$ cat src/rtl/axi_lite_slave_mmap_4x32_r4_if.sv
// rtl/axi_lite_slave_mmap_4x32_r4_if.sv - AXI4-Lite bus bundle for the 4x32 register slave
interface axi_lite_slave_mmap_4x32_r4_if #(
  parameter int C_S_AXI_DATA_WIDTH = 32,
  parameter int C_S_AXI_ADDR_WIDTH = 4
);
  logic [C_S_AXI_ADDR_WIDTH-1:0]     awaddr;
  logic [2:0]                        awprot;
  logic                              awvalid;
  logic                              awready;
  logic [C_S_AXI_DATA_WIDTH-1:0]     wdata;
  logic [C_S_AXI_DATA_WIDTH/8-1:0]   wstrb;
  logic                              wvalid;
  logic                              wready;
  logic [1:0]                        bresp;
  logic                              bvalid;
  logic                              bready;
  logic [C_S_AXI_ADDR_WIDTH-1:0]     araddr;
  logic [2:0]                        arprot;
  logic                              arvalid;
  logic                              arready;
  logic [C_S_AXI_DATA_WIDTH-1:0]     rdata;
  logic [1:0]                        rresp;
  logic                              rvalid;
  logic                              rready;

  modport slave (
    input  awaddr, awprot, awvalid, wdata, wstrb, wvalid, bready,
    input  araddr, arprot, arvalid, rready,
    output awready, wready, bresp, bvalid, arready, rdata, rresp, rvalid
  );

  modport master (
    output awaddr, awprot, awvalid, wdata, wstrb, wvalid, bready,
    output araddr, arprot, arvalid, rready,
    input  awready, wready, bresp, bvalid, arready, rdata, rresp, rvalid
  );
endinterface

$ cat src/rtl/axi_lite_slave_mmap_4x32_r4.sv
// rtl/axi_lite_slave_mmap_4x32_r4.sv - AXI4-Lite slave with four byte-strobed 32-bit registers
module axi_lite_slave_mmap_4x32_r4 #(
  parameter int C_S_AXI_DATA_WIDTH = 32,
  parameter int C_S_AXI_ADDR_WIDTH = 4
) (
  input logic                          S_AXI_ACLK,
  input logic                          S_AXI_ARESETN,
  axi_lite_slave_mmap_4x32_r4_if.slave s_axi
);
  localparam int NUM_BYTES = C_S_AXI_DATA_WIDTH / 8;

  logic [C_S_AXI_DATA_WIDTH-1:0] regs [4];
  logic [1:0]                    aw_idx;
  logic [1:0]                    ar_idx;
  logic                          aw_en;
  logic                          wr_fire;
  logic                          rd_fire;
  logic                          unused_ok;

  assign wr_fire = s_axi.awready && s_axi.awvalid && s_axi.wready && s_axi.wvalid;
  assign rd_fire = s_axi.arready && s_axi.arvalid && !s_axi.rvalid;

  assign s_axi.bresp = 2'b00;
  assign s_axi.rresp = 2'b00;

  // Protection bits and the sub-word address bits carry no meaning here.
  assign unused_ok = ^{s_axi.awprot, s_axi.arprot,
                       s_axi.awaddr[1:0], s_axi.araddr[1:0]};

  // Write address/data acceptance: both channels must be valid together,
  // and aw_en blocks a new accept until the previous response is taken.
  always_ff @(posedge S_AXI_ACLK) begin
    if (!S_AXI_ARESETN) begin
      s_axi.awready <= 1'b0;
      s_axi.wready  <= 1'b0;
      aw_idx        <= 2'd0;
    end else if (!s_axi.awready && s_axi.awvalid && s_axi.wvalid && aw_en) begin
      s_axi.awready <= 1'b1;
      s_axi.wready  <= 1'b1;
      aw_idx        <= s_axi.awaddr[C_S_AXI_ADDR_WIDTH-1 -: 2];
    end else begin
      s_axi.awready <= 1'b0;
      s_axi.wready  <= 1'b0;
    end
  end

  always_ff @(posedge S_AXI_ACLK) begin
    if (!S_AXI_ARESETN) begin
      s_axi.bvalid <= 1'b0;
      aw_en        <= 1'b1;
    end else if (wr_fire) begin
      s_axi.bvalid <= 1'b1;
      aw_en        <= 1'b0;
    end else if (s_axi.bvalid && s_axi.bready) begin
      s_axi.bvalid <= 1'b0;
      aw_en        <= 1'b1;
    end
  end

  always_ff @(posedge S_AXI_ACLK) begin
    if (!S_AXI_ARESETN) begin
      for (int r = 0; r < 4; r++) begin
        regs[r] <= '0;
      end
    end else if (wr_fire) begin
      for (int b = 0; b < NUM_BYTES; b++) begin
        if (s_axi.wstrb[b]) begin
          regs[aw_idx][8*b +: 8] <= s_axi.wdata[8*b +: 8];
        end
      end
    end
  end

  always_ff @(posedge S_AXI_ACLK) begin
    if (!S_AXI_ARESETN) begin
      s_axi.arready <= 1'b0;
      ar_idx        <= 2'd0;
    end else if (!s_axi.arready && s_axi.arvalid && !s_axi.rvalid) begin
      s_axi.arready <= 1'b1;
      ar_idx        <= s_axi.araddr[C_S_AXI_ADDR_WIDTH-1 -: 2];
    end else begin
      s_axi.arready <= 1'b0;
    end
  end

  // The register array is sampled with non-blocking semantics, so a read
  // committing on the same edge as a write returns the pre-write value.
  always_ff @(posedge S_AXI_ACLK) begin
    if (!S_AXI_ARESETN) begin
      s_axi.rvalid <= 1'b0;
      s_axi.rdata  <= '0;
    end else if (rd_fire) begin
      s_axi.rvalid <= 1'b1;
      s_axi.rdata  <= regs[ar_idx];
    end else if (s_axi.rvalid && s_axi.rready) begin
      s_axi.rvalid <= 1'b0;
    end
  end
endmodule

$ cat src/flat_wrapper.sv
// flat-port wrapper written by rule: the top's interface ports become plain ports
module axi_lite_slave_mmap_4x32_r4_flat 
#(
  parameter int C_S_AXI_DATA_WIDTH = 32,
  parameter int C_S_AXI_ADDR_WIDTH = 4
)
  (S_AXI_ACLK, S_AXI_ARESETN, s_axi_awaddr, s_axi_awprot, s_axi_awvalid, s_axi_wdata, s_axi_wstrb, s_axi_wvalid, s_axi_bready, s_axi_araddr, s_axi_arprot, s_axi_arvalid, s_axi_rready, s_axi_awready, s_axi_wready, s_axi_bresp, s_axi_bvalid, s_axi_arready, s_axi_rdata, s_axi_rresp, s_axi_rvalid);
  axi_lite_slave_mmap_4x32_r4_if #(.C_S_AXI_DATA_WIDTH(C_S_AXI_DATA_WIDTH), .C_S_AXI_ADDR_WIDTH(C_S_AXI_ADDR_WIDTH)) s_axi_i ();
  input logic S_AXI_ACLK;
  input logic S_AXI_ARESETN;
  input wire logic [$bits(s_axi_i.awaddr)-1:0] s_axi_awaddr;
  input wire logic [$bits(s_axi_i.awprot)-1:0] s_axi_awprot;
  input wire logic [$bits(s_axi_i.awvalid)-1:0] s_axi_awvalid;
  input wire logic [$bits(s_axi_i.wdata)-1:0] s_axi_wdata;
  input wire logic [$bits(s_axi_i.wstrb)-1:0] s_axi_wstrb;
  input wire logic [$bits(s_axi_i.wvalid)-1:0] s_axi_wvalid;
  input wire logic [$bits(s_axi_i.bready)-1:0] s_axi_bready;
  input wire logic [$bits(s_axi_i.araddr)-1:0] s_axi_araddr;
  input wire logic [$bits(s_axi_i.arprot)-1:0] s_axi_arprot;
  input wire logic [$bits(s_axi_i.arvalid)-1:0] s_axi_arvalid;
  input wire logic [$bits(s_axi_i.rready)-1:0] s_axi_rready;
  output wire logic [$bits(s_axi_i.awready)-1:0] s_axi_awready;
  output wire logic [$bits(s_axi_i.wready)-1:0] s_axi_wready;
  output wire logic [$bits(s_axi_i.bresp)-1:0] s_axi_bresp;
  output wire logic [$bits(s_axi_i.bvalid)-1:0] s_axi_bvalid;
  output wire logic [$bits(s_axi_i.arready)-1:0] s_axi_arready;
  output wire logic [$bits(s_axi_i.rdata)-1:0] s_axi_rdata;
  output wire logic [$bits(s_axi_i.rresp)-1:0] s_axi_rresp;
  output wire logic [$bits(s_axi_i.rvalid)-1:0] s_axi_rvalid;
  assign s_axi_i.awaddr = s_axi_awaddr;
  assign s_axi_i.awprot = s_axi_awprot;
  assign s_axi_i.awvalid = s_axi_awvalid;
  assign s_axi_i.wdata = s_axi_wdata;
  assign s_axi_i.wstrb = s_axi_wstrb;
  assign s_axi_i.wvalid = s_axi_wvalid;
  assign s_axi_i.bready = s_axi_bready;
  assign s_axi_i.araddr = s_axi_araddr;
  assign s_axi_i.arprot = s_axi_arprot;
  assign s_axi_i.arvalid = s_axi_arvalid;
  assign s_axi_i.rready = s_axi_rready;
  assign s_axi_awready = s_axi_i.awready;
  assign s_axi_wready = s_axi_i.wready;
  assign s_axi_bresp = s_axi_i.bresp;
  assign s_axi_bvalid = s_axi_i.bvalid;
  assign s_axi_arready = s_axi_i.arready;
  assign s_axi_rdata = s_axi_i.rdata;
  assign s_axi_rresp = s_axi_i.rresp;
  assign s_axi_rvalid = s_axi_i.rvalid;
  axi_lite_slave_mmap_4x32_r4 #(.C_S_AXI_DATA_WIDTH(C_S_AXI_DATA_WIDTH), .C_S_AXI_ADDR_WIDTH(C_S_AXI_ADDR_WIDTH)) u_core (.S_AXI_ACLK(S_AXI_ACLK), .S_AXI_ARESETN(S_AXI_ARESETN), .s_axi(s_axi_i));
endmodule
$ cat config.mk
export PLATFORM = sky130hd
export DESIGN_NAME = axi_lite_slave_mmap_4x32_r4_flat
export DESIGN_NICKNAME = d
export VERILOG_FILES = /design/src/rtl/axi_lite_slave_mmap_4x32_r4_if.sv /design/src/rtl/axi_lite_slave_mmap_4x32_r4.sv /design/src/flat_wrapper.sv
export SDC_FILE = /design/constraint.sdc
export NUM_CORES = 1
export LEC_CHECK = 0
export ABC_AREA = 0
export BUFFER_PORTS_ARGS = -buffer_cell sky130_fd_sc_hd__clkbuf_2
export CAP_MARGIN = 20
export CELL_PAD_IN_SITES_DETAIL_PLACEMENT = 1
export CELL_PAD_IN_SITES_GLOBAL_PLACEMENT = 1
export CORE_UTILIZATION = 50
export DETAILED_ROUTE_END_ITERATION = 16
export GPL_TIMING_DRIVEN = 0
export PLACE_DENSITY = 0.84
export SYNTH_ARGS = -nofsm -noshare
export SYNTH_HDL_FRONTEND = slang
export SYNTH_SLANG_ARGS = --single-unit
$ cat constraint.sdc
create_clock -name S_AXI_ACLK -period 5.9 [get_ports S_AXI_ACLK]
set_input_delay 0.295 -clock S_AXI_ACLK [delete_from_list [all_inputs] [get_ports S_AXI_ACLK]]
set_output_delay 0.295 -clock S_AXI_ACLK [all_outputs]
set_load 0.05 [all_outputs]
[Word level (Yosys, flattened, before mapping)]
Memory sizes are Yosys's and may differ from the RTL's. A register that Yosys moved wholly into a read port is not among the register bits.
Index checks and enable logic that the tools add are counted.
Cells by class
  muxes and demuxes: 28
  reductions and logical operators: 19
Operator list (count)
  two-way mux 32 bit: 1
  OR reduction 32 bit: 1
  two-way mux 1 bit: 25
  logical AND 1 bit: 12
  logical NOT 1 bit: 4
  two-way mux 4 bit: 1
  nonzero test 2 bit: 2
  two-way mux 2 bit: 1
Word-level totals
  register bits after elaboration: 9
  input bits: 57
  RAM bits: 128
  memories: 1
Memories
  u_core.regs: words 4, width 32, rd ports 1, clocked after Yosys merged registers in 1, wr ports 4, line axi_lite_slave_mmap_4x32_r4.sv:12  | logic [C_S_AXI_DATA_WIDTH-1:0] regs [4];

[Logic depth before layout (Yosys ltp)]
Gate-level depths: netlist of the first run.
  word-level depth: 8
  gate-level depth with buffers: 5
  depth with buffers taken out: 3

[Least setup slack after synthesis of the first run]
Ideal clock, no wire load.
  path kind: reg2reg
  from: reg u_core.s_axi.awready
  to: mem u_core.regs[0][10], enable pin
  arrival: 1971 ps
  slack: 3545 ps
  stages on the path, launching flop included: 5
  library setup time: 384 ps
  path buffers: 1
  cells stage by stage: dfxtp_1 and3_1 buf_2 nand3_1 o21ai_0
RTL lines
  from (decl): line axi_lite_slave_mmap_4x32_r4_if.sv:29  | output awready, wready, bresp, bvalid, arready, rdata, rresp, rvalid
  from (signal assigned): line axi_lite_slave_mmap_4x32_r4.sv:34  | s_axi.awready <= 1'b0;
  from (signal assigned): line axi_lite_slave_mmap_4x32_r4.sv:38  | s_axi.awready <= 1'b1;
  from (signal assigned): line axi_lite_slave_mmap_4x32_r4.sv:42  | s_axi.awready <= 1'b0;
  to (decl): line axi_lite_slave_mmap_4x32_r4.sv:12

==> flow_summary.toml, run 1 <==
[clock_network]
cts_num_sinks = 169
cts_max_level = 4
clkTransAtPathRegs_ns = 0.06
cts_hold_buf = 0
max-clock-path-buffers = 2
numCtsBuffers = 17
cts_tree = "done"
cts-root-buf = "clkbuf_16"
insertion_delay_ns = 0.44
post_cts_buffers = 0
cts_resized = 0

[floorplanning]
num_io_pins = 98
rows = 42
core_area_sq_um = 13400
die-height_microns = 120
fp.dieW_microns = 120
initial_core_util_pct = 51.9
die_area_sq_um = 14400

[power_and_ir_drop]
switching_share_pct = 21.8
power.switching_mw = 0.595
p_leak_nw = 3.20
comb_power_share_pct = 7.5
max-vdd-ir-drop_mv = 0.197
p_seq_share_pct = 48.7
pwr-share-clk_pct = 43.8
power.total_mw = 2.73
p_per_area_nw_per_um2 = 328
internal_power_mw = 2.14

[place]
dp_hpwl_microns = 13000
numPortBuffers = 80
globalplace.congestion = 0.761

[drt]
wl_per_cell_microns = 23.2
wl_microns = 18600
via_count = 4587
vias_per_cell = 5.71
drc_errors = 0
final_antenna_net_count = 0
dr.first_iter.drc_count = 486
dr.pass1.iters = 5

[run]
maxCapViolCount = 0

[synth]
syn_inst = 496
synth_top_area_cell = "edfxtp_1"
avgSynthCellArea_sq_um = 14.0
yosysWarningCount = 0
synthTopCellsByCount = "edfxtp_1 (128), nor2_1 (105), dfxtp_1 (41), nand2_1 (39)"
ys.flop_type = "edfxtp_1"
synthTopCellsByArea = "edfxtp_1 (55%), dfxtp_1 (12%), mux4_2 (10%)"
synth_top_area_share_pct = 55.2
synth_seq_cells = 169
ys_seq_area_share_pct = 67.0
ys_types = 27
synth_edf_count = 128
syn_area_sq_um = 6960
ys_async_sr_fraction_pct = 0
yosysMostFrequentCell = "edfxtp_1"

[layout]
area_delta_synth_final_pct = 19.7
nNetsFinal = 671
register_area_sq_um = 4660
filler_cell_count = 1324
final_layout_size_suffix_gt1_share_pct = 32.2
multiInputGateArea_sq_um = 2080
antenna_cells = 0

[global_route]
grt_use_met1_pct = 31.7
gr-usage-all-layers_pct = 28.2
first_global_vias = 5120
grt_max_degree = 17
use_met3_pct = 6.32
antenna_found_initial = 0
grt_use_met2_pct = 51.0
grt_pass1_wl_microns = 28700
overflow = 0
busiest_layer = "met2"

[setup_path]
cp_slowest_stage_delay_ns = 0.72
worstSetupPathDepth = 5
worstPathRequired_ns = 6.04
critPathMostFrequentCell = "buf_2"
r2r-start = "u_core.s_axi.awready"
r2r-end = "u_core.regs[1][29]"
cp-end-kind = "flop"
critPathSlowestCell = "o21ai_0"
crit_buf_inv = 2
crit_end = "u_core.regs[1][29]"
worstPathArrival_ns = 2.69
cp_max_fo = 10
startpoint_type = "flop"
cp-startpoint = "u_core.s_axi.awready"
ff2ff_setup_slack_ns = 3.35
timing.critical_path.cells = "and3_1 -> buf_2 -> nand3_1 -> o21ai_0 -> buf_2"
ff2ff_path_depth = 5
critPathKind = "flop to flop"
path_delay_family = "compound AO/OA/AOI/OAI gates"

[sta]
rsz0062_at_grt = "no"
hold_viol_final = 0
final_max_slew_viol_count = 0
setup-violations-final = 0
finClkSkew_ns = 0.00854
tightestPinTransition_ns = 0.945
timing.final.crit_share_pct = 43.2
finalSetupTns_ns = 0
max_slew_margin_pct = 36.5
period_minus_slack_ns = 2.55
fmax_mhz = 392

[worst_hold_path]
hold_path.class = "input port to flop"

[status]
status = "finished clean"
## state kept, by name, summed over array words and instances, names as in the netlist
register,cells
u_core.regs,128
u_core.ar_idx,2
u_core.s_axi.arready,1
u_core.s_axi.rvalid,1
u_core.s_axi.bvalid,1
u_core.s_axi.rdata,32
u_core.s_axi.awready,1
u_core.aw_idx,2
u_core.aw_en,1
## metrics by stage
| step | hold slack [ns] | utilization (%) | cell area, sq um | worst slack (ns) | std cells |
|---|---|---|---|---|---|
| 5_1_grt | 0.155 | 62.2 | 8330 | 3.22 | 803 |
| 3_3_place_gp | 0.460 | 56.7 | 7590 | 3.11 | 755 |
| 2_1_floorplan | 0.439 | - | 6970 | 3.54 | 499 |
| 6_report | 0.103 | 62.2 | 8330 | 3.35 | 803 |
| 4_1_cts | 0.0902 | 62.2 | 8330 | 3.37 | 803 |
| 3_5_place_dp | 0.468 | 57.4 | 7690 | 3.39 | 771 |
## worst reg2reg max path, stage by stage, from the launching register on
cell,delay [ns]
dfxtp_1,0.38
and3_1,0.25
buf_2,0.24
nand3_1,0.36
o21ai_0,0.72
buf_2,0.32
## layer usage
metal,up-vias,wire length (microns)
li1,2031,-
met1,2331,7010
met2,180,10100
met3,45,1030
met4,0,512
met5,-,0
## cell families (layout without fill, tap and decap cells)
family | after synthesis | in the layout | share of synthesized area, %
compound gates | 53 | 53 | 5.61
buf+inv | 43 | 171 | 3.20
flops | 169 | 169 | 67.0
mux | 36 | 36 | 10.9
simple gates | 194 | 194 | 13.2
other cells | 1 | 4 | 0.0539
## power by group through the flow
stage	registers (mW)	logic, mW	clock network (mW)
final	1.33	0.205	1.20
after global routing	1.33	0.218	1.24
after CTS	1.33	0.205	1.20
after detailed placement	1.36	0.203	0
after global placement	1.35	0.187	0
after floorplan	1.37	0.109	0
## layout by cell type (no fill, tap or decap), types with 2 or more instances in the layout
master	n
edfxtp_1	128
nor2_1	105
clkbuf_2	80
dfxtp_1	41
nand2_1	39
mux4_2	32
a22o_1	32
clkbuf_1	23
and2_4	23
clkbuf_16	18
buf_2	17
o21ai_0	15
buf_4	14
and2_1	9
clkbuf_8	5
buf_6	4
inv_1	4
nand3_1	4
nor2b_1	4
a21oi_1	4
mux2i_1	4
conb_1	4
bufinv_16	3
and3_1	2
and2_2	2
o31ai_1	2
nand2b_1	2
clkinv_2	2
## how the worst min path moves through the flow
stage	slack, ns	from	endpoint	depth (start not counted)
finish	0.10	s_axi_araddr[3]	u_core.ar_idx[1]	3
global route	0.16	s_axi_awaddr[3]	u_core.aw_idx[1]	3
CTS	0.09	s_axi_araddr[3]	u_core.ar_idx[1]	3
detailed placement	0.47	u_core.s_axi.rdata[28]	u_core.s_axi.rdata[28]	1
global placement	0.46	u_core.s_axi.rdata[25]	u_core.s_axi.rdata[25]	1
floorplan	0.44	s_axi_awaddr[2]	u_core.aw_idx[0]	2
## area by class of cell
type                    count  share of cell area, %
flip-flops and latches    169                   56.0
multi-input cells         287                   25.0
well taps                 176                   2.64
clock buffers              26                   6.37
clock inverters             6                   1.29
inverters                   4                  0.180
repair buffers             96                   6.04
plain buffers              39                   2.49
(Power assumes the default switching activity.)
==> inputs of run 2 (changes only) <==
--- a/config.mk
+++ b/config.mk
@@ -5,15 +5,15 @@
 export SDC_FILE = /design/constraint.sdc
 export NUM_CORES = 1
 export LEC_CHECK = 0
-export ABC_AREA = 0
+export ABC_AREA = 1
 export BUFFER_PORTS_ARGS = -buffer_cell sky130_fd_sc_hd__clkbuf_2
 export CAP_MARGIN = 20
 export CELL_PAD_IN_SITES_DETAIL_PLACEMENT = 1
 export CELL_PAD_IN_SITES_GLOBAL_PLACEMENT = 1
-export CORE_UTILIZATION = 50
+export CORE_UTILIZATION = 44
 export DETAILED_ROUTE_END_ITERATION = 16
 export GPL_TIMING_DRIVEN = 0
-export PLACE_DENSITY = 0.84
+export PLACE_DENSITY = 0.79
 export SYNTH_ARGS = -nofsm -noshare
 export SYNTH_HDL_FRONTEND = slang
 export SYNTH_SLANG_ARGS = --single-unit
==> constraint.sdc (replaced) <==
create_clock -name S_AXI_ACLK -period 2.5 [get_ports S_AXI_ACLK]
set_input_delay 0.125 -clock S_AXI_ACLK [delete_from_list [all_inputs] [get_ports S_AXI_ACLK]]
set_output_delay 0.125 -clock S_AXI_ACLK [all_outputs]
set_load 0.05 [all_outputs]
==> run 2 against run 1 <==
Net effect: sequential power increased by 140%; clock power grew 110%; non-clock buffer count shrank 1; largest cell class unchanged; first-iteration DRC count down 31%; global-route usage is 3.4 points lower; final area is 5.0% higher; clock skew down 0.0011 ns.
==> flow_summary.toml, run 2 <==
[setup_path]
critPathSlowestCell = "nand2_1"
timing.critical_path.cells = "nand3_2 -> o21ai_2 -> nand4_2 -> nand2_1"
critPathKind = "flop to flop"
cp-startpoint = "u_core.s_axi.awready"
cp_slowest_stage_delay_ns = 0.53
worstPathRequired_ns = 2.58
r2r-start = "u_core.s_axi.awready"
ff2ff_path_depth = 4
r2r-end = "u_core.regs[2][8]"
cp_max_fo = 9
path_delay_family = "simple AND/OR/NAND/NOR gates"
crit_buf_inv = 0
cp-end-kind = "flop"
worstPathArrival_ns = 2.30
startpoint_type = "flop"
ff2ff_setup_slack_ns = 0.27

[synth]
yosysMostFrequentCell = "nor2_1"
syn_area_sq_um = 7460
synthMuxAreaShare_pct = 0
synthTopCellsByCount = "nor2_1 (195), edfxtp_1 (128), o21ai_0 (120), inv_1 (113), nand2_1 (50)"
syn_inst = 777
synth_xor_area_share_pct = 0
ys.flop_type = "edfxtp_1"
synth_edf_count = 128
synth_seq_cells = 169
ys_async_sr_fraction_pct = 0
synth_compound_area_share_pct = 12.3
synth_top_family_by_area = "simple AND/OR/NAND/NOR gates"
synth_top_area_share_pct = 51.5
avgSynthCellArea_sq_um = 9.60
ys_types = 25
yosysWarningCount = 0
ys_seq_area_share_pct = 62.5
synthTopCellsByArea = "edfxtp_1 (52%), dfxtp_1 (11%), nor2_1 (9.8%)"
synth_top_area_cell = "edfxtp_1"
synthAdderAreaFrac_pct = 0
synthSimpleGateAreaFrac_pct = 16.0

[drt]
drc_errors = 0
final_antenna_net_count = 0
dr.pass1.iters = 5
dr.first_iter.drc_count = 334
wl_met2_microns = 10400
vias_per_cell = 5.18
met1_length_microns = 8770
top_layer_used = "met4"
met3WireLength_microns = 916
via_count = 5793
wl_microns = 20700
wl_per_cell_microns = 18.5

[layout]
mostFrequentLayoutCells = "nor2_1 (195), edfxtp_1 (128), o21ai_0 (120), inv_1 (113), clkbuf_2 (83)"
finalNonFillerCells = 1119
final_layout_size_suffix_gt1_share_pct = 17.2
fin_area_sq_um = 8750
multiInputGateArea_sq_um = 2130
filler_cell_count = 1958
final_common_cell = "nor2_1"
top_regs = "u_core.regs x128, u_core.s_axi.rdata x32"
register_area_sq_um = 4660
area_delta_synth_final_pct = 17.3
top_register = "u_core.regs"
nNetsFinal = 943
antenna_cells = 0
largest_reg_flops = 128

[sta]
period_minus_slack_ns = 2.23
setup-violations-final = 0
fin_hold_ws_ns = 0.0126
tightestPinTransition_ns = 0.736
fmax_mhz = 449
timing.final.crit_share_pct = 89.0
rsz0062_at_grt = "no"
final_max_slew_viol_count = 0
finClkSkew_ns = 0.00742
hold_viol_final = 0
finalSetupTns_ns = 0
max_slew_margin_pct = 50.9

[place]
dp.cells = 1083
globalplace.congestion = 0.748
dp_hpwl_microns = 13800
numPortBuffers = 83
placed_area_sq_um = 8160

[global_route]
overflow = 0
gr-usage-all-layers_pct = 24.8
antenna_found_initial = 0
first_global_vias = 6215
grt_pass1_wl_microns = 32200
grt_max_degree = 17

[run]
maxCapViolCount = 0

[power_and_ir_drop]
power.switching_mw = 1.64
max-vdd-ir-drop_mv = 0.528
p_leak_nw = 3.76
p_per_area_nw_per_um2 = 725
comb_power_share_pct = 10.8
switching_share_pct = 25.8
p_seq_share_pct = 49.9
internal_power_mw = 4.70
pwr-share-clk_pct = 39.3

[clock_network]
insertion_delay_ns = 0.44
cts-root-buf = "clkbuf_16"
cts_max_level = 4
clkTransAtPathRegs_ns = 0.06
numCtsBuffers = 17
max-clock-path-buffers = 2
cts_tree = "done"
cts_resized = 0
cts_num_sinks = 169
post_cts_buffers = 0

[floorplanning]
die_area_sq_um = 17500
die-height_microns = 132
fp.dieW_microns = 132
rows = 47
core_area_sq_um = 16600
initial_core_util_pct = 45.0
num_io_pins = 98

[worst_hold_path]
hold_path.class = "input port to flop"
min_to = "u_core.ar_idx[1]"
hold_depth = 3
worstHoldStart = "s_axi_araddr[3]"

[status]
status = "finished clean"
[run 2: logic make-up after synthesis]
| logic type | Yosys count |
|---|---|
| AOI/OAI and AO/OA | 181 |
| buffers and inverters | 162 |
| DFF | 169 |
| and+or+nand+nor | 264 |
| other | 1 |
[run 2: final cells by class]
class	count	area share [%]
Inverter	115	4.93
Clock buffer	26	5.84
Timing Repair Buffer	87	5.21
Buffer	47	2.76
Clock inverter	6	0.415
Tap cell	220	3.15
Sequential cell	169	53.3
Multi-Input combinational cell	449	24.4
[run 2: worst reg2reg max path: stages (launching register included)]
cell,delay (ns)
dfxtp_1,0.39
nand3_2,0.18
o21ai_2,0.38
nand4_2,0.38
nand2_1,0.53
[run 2: layer usage]
| layer | global-route usage, % | up-vias |
|---|---|---|
| li1 | - | 2757 |
| met2 | 44.1 | 163 |
| met1 | 29.2 | 2838 |
| met5 | 0 | - |
| met4 | 10.6 | 0 |
| met3 | 5.00 | 35 |
[run 2: power groups by stage]
stage | Combinational (mW) | Sequential (mW) | Clock (mW)
3_3_place_gp | 0.655 | 3.22 | 0
2_1_floorplan | 0.341 | 3.32 | 0
4_1_cts | 0.688 | 3.17 | 2.51
3_5_place_dp | 0.672 | 3.23 | 0
5_1_grt | 0.746 | 3.18 | 2.60
6_report | 0.684 | 3.17 | 2.49
[run 2: worst max path at each step]
stage,end,slack [ns],depth (start not counted)
after CTS,u_core.regs[2][8],0.28,4
after detailed placement,u_core.regs[2][10],0.30,4
after floorplan,u_core.regs[0][16],0.44,7
after global placement,u_core.regs[2][10],0.37,4
final,u_core.regs[2][8],0.27,4
after global routing,u_core.regs[2][8],0.17,4
[run 2: stage by stage]
step / power (mW) / setup WS, ns / util, %
after floorplan: 3.66 / 0.437 / -
after global routing: 6.52 / 0.168 / 52.7
final: 6.34 / 0.274 / 52.7
after CTS: 6.36 / 0.284 / 52.7
after global placement: 3.87 / 0.370 / 49.2
after detailed placement: 3.90 / 0.304 / 49.2
[run 2: repair_timing]
item,in CTS,in global routing
hold buffers,4,0
setup endpoints to repair,0,0
hold endpoints to repair,4,0
==> inputs of run 3 (changes only) <==
--- a/config.mk
+++ b/config.mk
@@ -9,8 +9,8 @@
 export BUFFER_PORTS_ARGS = -buffer_cell sky130_fd_sc_hd__clkbuf_2
 export CAP_MARGIN = 20
 export CELL_PAD_IN_SITES_DETAIL_PLACEMENT = 1
-export CELL_PAD_IN_SITES_GLOBAL_PLACEMENT = 1
-export CORE_UTILIZATION = 44
+export CELL_PAD_IN_SITES_GLOBAL_PLACEMENT = 2
+export CORE_UTILIZATION = 36
 export DETAILED_ROUTE_END_ITERATION = 16
 export GPL_TIMING_DRIVEN = 0
 export PLACE_DENSITY = 0.79
==> run 3 against run 2 <==
Net effect: combinational power barely moved; clock-buffer cell count fell by 8; critical endpoint unchanged; first-iteration DRC count fell by 9.3%; highest routed layer unchanged; hold slack improved by 0.0032 ns; total power rose by 1.1%; utilization fell by 9.3 points.
==> flow_summary.toml, run 3 (synthesized netlist as in run 2, its figures left out) <==
[setup_path]
path_delay_family = "simple AND/OR/NAND/NOR gates"
timing.critical_path.cells = "nand3_2 -> o21ai_2 -> nand4_2 -> nand2_1"
cp-end-kind = "flop"
worstPathRequired_ns = 2.58
ff2ff_setup_slack_ns = 0.31
cp_max_fo = 9
worstPathArrival_ns = 2.27
startpoint_type = "flop"
cp_slowest_stage_delay_ns = 0.49
crit_buf_inv = 0
critPathKind = "flop to flop"
critPathSlowestCell = "nand2_1"

[drt]
drc_errors = 0
top_layer_used = "met4"
met3WireLength_microns = 778
dr.first_iter.drc_count = 303
dr.pass1.iters = 4
met1_length_microns = 9820
vias_per_cell = 4.81
wl_met2_microns = 9710
wl_microns = 20600
via_count = 5618
final_antenna_net_count = 0
wl_per_cell_microns = 17.6

[global_route]
first_global_vias = 5884
overflow = 0
grt_max_degree = 17
grt_pass1_wl_microns = 32400
gr-usage-all-layers_pct = 20.5
antenna_found_initial = 0

[clock_network]
cts_tree = "done"
cts_resized = 0
insertion_delay_ns = 0.44
cts_num_sinks = 169
cts_hold_buf = 3
numCtsBuffers = 17
post_cts_buffers = 0
clkTransAtPathRegs_ns = 0.06
cts_max_level = 4
max-clock-path-buffers = 2
cts-root-buf = "clkbuf_16"

[power_and_ir_drop]
internal_power_mw = 4.70
p_per_area_nw_per_um2 = 727
p_seq_share_pct = 49.3
pwr-share-clk_pct = 40.0
power.total_mw = 6.41
comb_power_share_pct = 10.6
power.switching_mw = 1.71
max-vdd-ir-drop_mv = 0.509
switching_share_pct = 26.7
p_leak_nw = 3.77

[sta]
period_minus_slack_ns = 2.19
fin_hold_ws_ns = 0.0158
final_max_slew_viol_count = 0
rsz0062_at_grt = "no"
setup-violations-final = 0
hold_viol_final = 0
finClkSkew_ns = 0.00978
tightestPinTransition_ns = 0.708
fmax_mhz = 457
setup_slack_ns = 0.312
finalSetupTns_ns = 0
max_slew_margin_pct = 52.8
timing.final.crit_share_pct = 87.5

[layout]
top_regs = "u_core.regs x128, u_core.s_axi.rdata x32"
nNetsFinal = 942
finalNonFillerCells = 1168
mostFrequentLayoutCells = "nor2_1 (195), edfxtp_1 (128), o21ai_0 (120), inv_1 (113), clkbuf_2 (83)"
fin_util_pct = 43.4
largest_reg_flops = 128
area_delta_synth_final_pct = 18.2
fin_area_sq_um = 8810
final_layout_size_suffix_gt1_share_pct = 17.8
top_register = "u_core.regs"
final_common_cell = "nor2_1"
antenna_cells = 0

[run]
maxCapViolCount = 0

[place]
placed_area_sq_um = 8220
dp_hpwl_microns = 14700
globalplace.congestion = 0.753
numPortBuffers = 83
post-place-ws_ns = 0.299
dp.cells = 1133

[floorplanning]
rows = 52
fp.dieW_microns = 146
num_io_pins = 98
die_area_sq_um = 21300
core_area_sq_um = 20300
initial_core_util_pct = 36.7
die-height_microns = 146

[status]
status = "finished clean"

[worst_hold_path]
hold_path.class = "input port to flop"
run 3: changes by cell type in the layout (fill, tap and decap cells not counted):
cell           before  now
inv_4               1    0
clkinv_4            0    3
bufinv_16           0    1
dlygate4sd3_1       4    3
clkbuf_16          18   17
clkbuf_1           26   21
clkbuf_8            3    1
clkinv_2            3    5
inv_6               0    3
run 3: path summary, 6_finish.rpt:
path / end / start / cells past startpoint
worst max-delay path: u_core.regs[2][8] / u_core.s_axi.awready / 4
worst min-delay path: u_core.aw_idx[1] / s_axi_awaddr[3] / 3
worst max register to register: u_core.regs[2][8] / u_core.s_axi.awready / 4
worst min register to register: u_core.s_axi.bvalid / u_core.s_axi.bvalid / 2
run 3: per-layer routing:
layer	track usage (%)	up-vias
met3	4.11	20
met1	27.5	2739
li1	-	2758
met4	5.74	0
met2	33.7	101
met5	0	-
run 3: power by group through the flow:
stage,Clock (mW),Sequential [mW],Combinational (mW)
2_1_floorplan,0,3.32,0.341
3_5_place_dp,0,3.22,0.685
6_report,2.57,3.16,0.681
5_1_grt,2.71,3.17,0.754
3_3_place_gp,0,3.22,0.674
4_1_cts,2.60,3.16,0.691
run 3: worst reg2reg max path, delay by kind of cell (launching register included):
kind,cells,cell delay [ns]
flops,1,0.40
simple gates,3,1.04
compound gates,1,0.40
run 3: cell type report:
type                            count  area (sq um)
Timing Repair Buffer               86           445
Tap cell                          270           338
Sequential cell                   169          4660
Multi-Input combinational cell    449          2130
Buffer                             47           241
Clock inverter                     14           123
Clock buffer                       18           439
Fill cell                        2380         11500
Inverter                          115           432
